[config.mk]
export PLATFORM = sky130hd
export DESIGN_NAME = conv_window_3x3
export DESIGN_NICKNAME = d
export VERILOG_FILES = /design/src/rtl/conv_window_3x3.sv
export SDC_FILE = /design/constraint.sdc
export NUM_CORES = 2
export LEC_CHECK = 0
export BUFFER_PORTS_ARGS = -buffer_cell sky130_fd_sc_hd__buf_4
export CAP_MARGIN = 15
export CORE_MARGIN = 10
export CORE_UTILIZATION = 55
export CTS_CLUSTER_DIAMETER = 200
export DETAILED_ROUTE_END_ITERATION = 12
export PLACE_DENSITY = 0.72
export SLEW_MARGIN = 20
export SYNTH_ARGS = -nofsm -noshare
export SYNTH_HDL_FRONTEND = slang
export SYNTH_SLANG_ARGS = --single-unit
[constraint.sdc]
create_clock -name clk -period 3.65 [get_ports clk]
set_input_delay 0.73 -clock clk [delete_from_list [all_inputs] [get_ports clk]]
set_output_delay 0.73 -clock clk [all_outputs]
set_load 0.03 [all_outputs]
[src/rtl/conv_window_3x3.sv]
// ============================================================================
// Module   : conv_window_3x3
// Brief    : Sliding 3x3 window generator built on two line buffers.
// Revision : 1.0 - initial release
// ============================================================================
`default_nettype none

module conv_window_3x3 #(
  parameter int IMG_WIDTH  = 28,
  parameter int IMG_HEIGHT = 28,
  parameter int DATA_WIDTH = 32
) (
  input  logic                    clk,
  input  logic                    reset_n,
  input  logic                    en,
  input  logic [DATA_WIDTH-1:0]   in,
  output logic [9*DATA_WIDTH-1:0] out_win,
  output logic                    out_valid,
  output logic                    frame_done
);

  localparam int c_col_w = (IMG_WIDTH  > 1) ? $clog2(IMG_WIDTH)  : 1;
  localparam int c_row_w = (IMG_HEIGHT > 1) ? $clog2(IMG_HEIGHT) : 1;

  localparam logic [c_col_w-1:0] c_col_last = c_col_w'(IMG_WIDTH - 1);
  localparam logic [c_row_w-1:0] c_row_last = c_row_w'(IMG_HEIGHT - 1);
  localparam logic [c_col_w-1:0] c_col_two  = c_col_w'(2);
  localparam logic [c_row_w-1:0] c_row_two  = c_row_w'(2);

  logic [DATA_WIDTH-1:0] r_lb1 [IMG_WIDTH];
  logic [DATA_WIDTH-1:0] r_lb2 [IMG_WIDTH];
  logic [DATA_WIDTH-1:0] r_win [3][3];
  logic [c_col_w-1:0]    r_col;
  logic [c_row_w-1:0]    r_row;
  logic                  r_valid;
  logic                  r_done;

  logic [DATA_WIDTH-1:0] w_lb1_out;
  logic [DATA_WIDTH-1:0] w_lb2_out;
  logic                  w_last_col;
  logic                  w_last_row;

  assign w_lb1_out  = r_lb1[IMG_WIDTH-1];
  assign w_lb2_out  = r_lb2[IMG_WIDTH-1];
  assign w_last_col = (r_col == c_col_last);
  assign w_last_row = (r_row == c_row_last);

  // Line buffers and window advance together, so every delay is in accepted pixels.
  always_ff @(posedge clk or negedge reset_n) begin
    if (!reset_n) begin
      for (int i = 0; i < IMG_WIDTH; i++) begin
        r_lb1[i] <= '0;
        r_lb2[i] <= '0;
      end
      for (int r = 0; r < 3; r++) begin
        for (int c = 0; c < 3; c++) begin
          r_win[r][c] <= '0;
        end
      end
    end else if (en) begin
      r_lb1[0] <= in;
      r_lb2[0] <= w_lb1_out;
      for (int i = 1; i < IMG_WIDTH; i++) begin
        r_lb1[i] <= r_lb1[i-1];
        r_lb2[i] <= r_lb2[i-1];
      end
      for (int r = 0; r < 3; r++) begin
        r_win[r][0] <= r_win[r][1];
        r_win[r][1] <= r_win[r][2];
      end
      r_win[0][2] <= w_lb2_out;
      r_win[1][2] <= w_lb1_out;
      r_win[2][2] <= in;
    end
  end

  always_ff @(posedge clk or negedge reset_n) begin
    if (!reset_n) begin
      r_col   <= '0;
      r_row   <= '0;
      r_valid <= 1'b0;
      r_done  <= 1'b0;
    end else begin
      // Columns 0/1 and rows 0/1 still hold stale data from the previous row/frame.
      r_valid <= en && (r_row >= c_row_two) && (r_col >= c_col_two);
      r_done  <= en && w_last_row && w_last_col;
      if (en) begin
        if (w_last_col) begin
          r_col <= '0;
          r_row <= w_last_row ? '0 : r_row + 1'b1;
        end else begin
          r_col <= r_col + 1'b1;
        end
      end
    end
  end

  for (genvar gr = 0; gr < 3; gr++) begin : g_row
    for (genvar gc = 0; gc < 3; gc++) begin : g_col
      assign out_win[DATA_WIDTH*(3*gr+gc) +: DATA_WIDTH] = r_win[gr][gc];
    end
  end

  assign out_valid  = r_valid;
  assign frame_done = r_done;

endmodule

`default_nettype wire

Yosys cells after proc, flatten, opt, wreduce, memory -nomap -nowiden
Cells that the tools add are included.
Storage, ports and cells
  memory bits (read-only): 0
  input bits: 35
  register bits after elaboration: 1900
  word-level logic and storage cells: 76
  latch bits: 0
  bits in writable memories: 0
  memories: 0
Cells by class
  equality and inequality tests: 2
  $add $sub $neg: 2
  bitwise operators: 0
  $lt $le $gt $ge: 2
  reductions and logical operators: 5
  divide/modulo/power cells: 0
  multipliers: 0
  muxes and demuxes: 2
  shift-type cells: 0
Operators with widths (number)
  adder 5 x 1 -> 5 bit, second input constant: 2
  equality test 5 bit, second input constant: 2
  greater-or-equal comparator 5 x 2 -> 1 bit, second input constant: 2
  two-way mux 5 bit: 2
  logical AND 1 bit: 4
  AND reduction 2 bit: 1

Longest topological paths before layout
  word-level depth: 3
  gate-level depth with buffers: 6
  gate-level depth less buffers: 5

Worst setup path before layout
Ideal clock, no wire load.
  path type: input to register
  start: in en
  end: reg r_win (netlist bit out_win[0])
  library setup time: 0.125 ns
  data required time: 3.525 ns
  path buffers: 4
  slack: 1.901 ns
  cell stages on the path: 5
  data arrival time: 1.624 ns
  cells stage by stage: buf_4 -> buf_6 -> buf_6 -> buf_6 -> mux2_2
RTL lines
  from (decl): RTL line 15  | input logic en,
  to (signal, indexed assignment): RTL line 68  | r_win[r][0] <= r_win[r][1];
  to (signal, indexed assignment): RTL line 69  | r_win[r][1] <= r_win[r][2];
  to (decl): RTL line 32  | logic [DATA_WIDTH-1:0] r_win [3][3];
No word-level cell between the ends.

Worst setup path in the final report
  start: reg r_win (netlist bit out_win[126])
  end: out out_win[126]
RTL lines
  to (decl): RTL line 17  | output logic [9*DATA_WIDTH-1:0] out_win,
No word-level cell between the ends.

==> results.yml <==
yosys:
  seq_area_frac_synth_pct: 65.3
  synth.avg_cell_area_um2: 17.2
  synth_seq_cells: 1900
  syn_inst: 4238
  yosysTopAreaCell: "dfrtp_1"
  synth_cell_types: 28
  syn-cell-area_um2: 72800
  synth_nets: 4277
  yosysWarnings: 0
  yosysTopAreaCellShare_pct: 65.3
  synth.area.top_cells: "dfrtp_1 (65%), mux2_2 (29%), buf_6 (2.9%)"
detailed_routing:
  dr.pass1.iters: 4
  drc_errors: 0
  wl_per_cell_um: 17.1
  vias: 33075
  wirelength_um: 109000
  drtIter0Drc: 1548
  viasPerCell: 5.21
  ant_nets: 0
min_path:
  whs_path_depth: 2
  hold_path_class: "input pin to register"
  worstHoldEndpoint: "out_win[272]$_DFFE_PN0P_"
  min_from: "in[16]"
clock_network:
  cts_tree: "done"
  htree_levels: 4
  clockBufferDepth: 3
  worstSkewPairLatency_ns: 0.78
  cts_root_buf: "clkbuf_16"
  numClockSinks: 1900
  path_clk_slew_ns: 0.06
  cts_made_buffers: 186
  cts_setup_buffers: 0
sta:
  fmax_mhz: 446
  rsz0062_at_grt: "false"
  worst_slew_pin_slew_ns: 0.899
  max_slew_margin_pct: 40.1
  timing.final.crit_share_pct: 61.4
  setup_viol: 0
  worst_hold_slack_ns: 0.162
  clock-skew-final_ns: 0.0322
  tns_ns: 0
  min_period_ns: 2.24
  final_max_slew_viol_count: 0
  timing_hold_violations_final: 0
power_and_ir_drop:
  p_leak_nw: 39.9
  clkPwrFrac_pct: 35.1
  p_per_area_nw_per_um2: 667
  p_comb_share_pct: 13.3
  power.share.sequential_pct: 51.6
  switching_power_mw: 13.2
  sw_frac_of_total_pct: 24.3
  power.internal_mw: 41.1
  ir_worst_vdd_v: 0.000487
critical_path:
  critPathLaunchType: "register"
  path_buf_inv: 1
  critPathTopFamily: "flip-flops"
  endpoint_kind: "output pin"
  path_cells: "buf_4"
  path_max_fanout: 3
  cpPeakStageDelay_ns: 0.45
  worst_ep_required_time_ns: 2.92
  r2r_start: "r_col[0]$_DFFE_PN0P_"
  r2r_end: "r_row[4]$_DFFE_PN0P_"
  r2r_slack_ns: 2.01
  worstPathArrival_ns: 1.51
  crit_type: "register to output pin"
  worstRegToRegCells: 4
  crit_slowest_cell: "dfrtp_1"
floorplanning:
  io_pins: 325
  die_w_um: 384
  die_h_um: 384
  die_area_um2: 147000
  start_util_pct: 55.4
  num_rows: 133
  core_um2: 131000
global_routing:
  grt_usage_pct: 14.9
  use_met2_pct: 25.4
  grt_pass1_vias: 35134
  use_met1_pct: 19.3
  grt_busiest_layer: "met2"
  grt_pass1_wl_um: 185000
  grt_max_degree: 161
  globalRouteOverflowTotal: 0
  met3_usage_pct: 3.17
  antenna_found_initial: 0
layout:
  layout_common_cells: "dfrtp_1 (1900), mux2_2 (1890), buf_4 (379), clkbuf_16 (188), clkbuf_8 (52)"
  nNetsFinal: 4485
  fill_cells: 9696
  area_growth_pct: 11.8
  final_area_um2: 81300
  drive_gt1_share_pct: 56.7
  layout_commonest_cell: "dfrtp_1"
  num_antenna_cells: 0
placement:
  numPortBuffers: 324
  place_area_um2: 75100
  gp_congestion: 0.714
  hpwl_um: 67900
flow_run:
  cap_violations: 0
outcome:
  status: "complete, no violations"
## power by group through the flow
| stage | logic, mW | registers, mW | clock network [mW] |
|---|---|---|---|
| global placement | 7.11 | 28.2 | 0 |
| finish | 7.24 | 28.0 | 19.1 |
| floorplan | 6.33 | 27.3 | 0 |
| global route | 7.94 | 28.6 | 20.6 |
| detailed placement | 7.36 | 28.4 | 0 |
| CTS | 7.41 | 28.1 | 19.7 |
## synthesized netlist by cell type
library cell  number
ha_1               4
a211oi_1           2
dfrtp_1         1900
mux2i_1            2
nand4b_1           1
buf_2             25
nand2b_1           1
buf_4            193
nand4_1            1
nor3_1             3
o41ai_1            1
xor2_1             1
or4_1              2
a21o_1             1
clkbuf_1           1
nor2_1             5
and4b_1            1
nand2_1            4
a21oi_1            1
inv_1              4
xnor2_1            1
nand4_2            1
o21ai_0            4
nor2b_1            1
nor3b_1            1
nand3_1            2
buf_6            185
mux2_2          1890
## flip-flops by register name (all words and copies together) (netlist names)
name and count:
r_row 5, r_lb1 768, out_win 288, out_valid 1, w_lb2_out 32, r_lb2 768
frame_done 1, r_col 5, w_lb1_out 32
## worst max path at each step
stage | from | endpoint | slack, ns | depth (start not counted)
2_1_floorplan | en | out_win[0]$_DFFE_PN0P_ | 1.90 | 5
3_3_place_gp | en | out_win[145]$_DFFE_PN0P_ | 1.31 | 3
3_5_place_dp | en | r_lb2[784]$_DFFE_PN0P_ | 1.28 | 4
4_1_cts | out_win[126]$_DFFE_PN0P_ | out_win[126] | 1.33 | 1
5_1_grt | out_win[126]$_DFFE_PN0P_ | out_win[126] | 1.32 | 1
6_report | out_win[126]$_DFFE_PN0P_ | out_win[126] | 1.41 | 1
## cell type report
class	count	area [um^2]	share of cell area [%]
inverter	4	15.0	0.0185
clock inverter	50	686	0.843
multi-input combinational	1930	21600	26.5
clock buffer	287	5600	6.88
tap	1755	2200	2.70
sequential	1900	47500	58.4
timing repair buffer	424	3750	4.61
## metal layers
| layer | wire [um] | vias to the layer above |
|---|---|---|
| li1 | - | 15157 |
| met1 | 47400 | 17431 |
| met2 | 55200 | 329 |
| met3 | 3690 | 158 |
| met4 | 2250 | 0 |
| met5 | 0 | - |
## cells by family after synthesis
family / Yosys count / share of synthesized area (%)
adder cells (fa/ha/maj): 4 / 0.0688
AND/OR/NAND/NOR: 23 / 0.181
multiplexers: 1892 / 29.3
AO/OA/AOI/OAI: 9 / 0.0774
buffers and inverters: 408 / 5.05
XOR/XNOR: 2 / 0.0241
flip-flops: 1900 / 65.3
## per-stage QoR
stage	power, mW	worst slack (ns)	std cells	utilization (%)
detailed placement	35.8	1.28	6012	57.1
finish	54.3	1.41	6350	61.9
CTS	55.1	1.33	6350	61.9
floorplan	33.7	1.90	4238	-
global placement	35.3	1.31	6012	57.1
global route	57.1	1.32	6350	61.9
## timing repair
action	4_1_cts	5_1_grt
endpoints found under the hold margin	17	0
hold buffers	1	0
gates resized for setup	0	0
(Power assumes the default switching activity.)
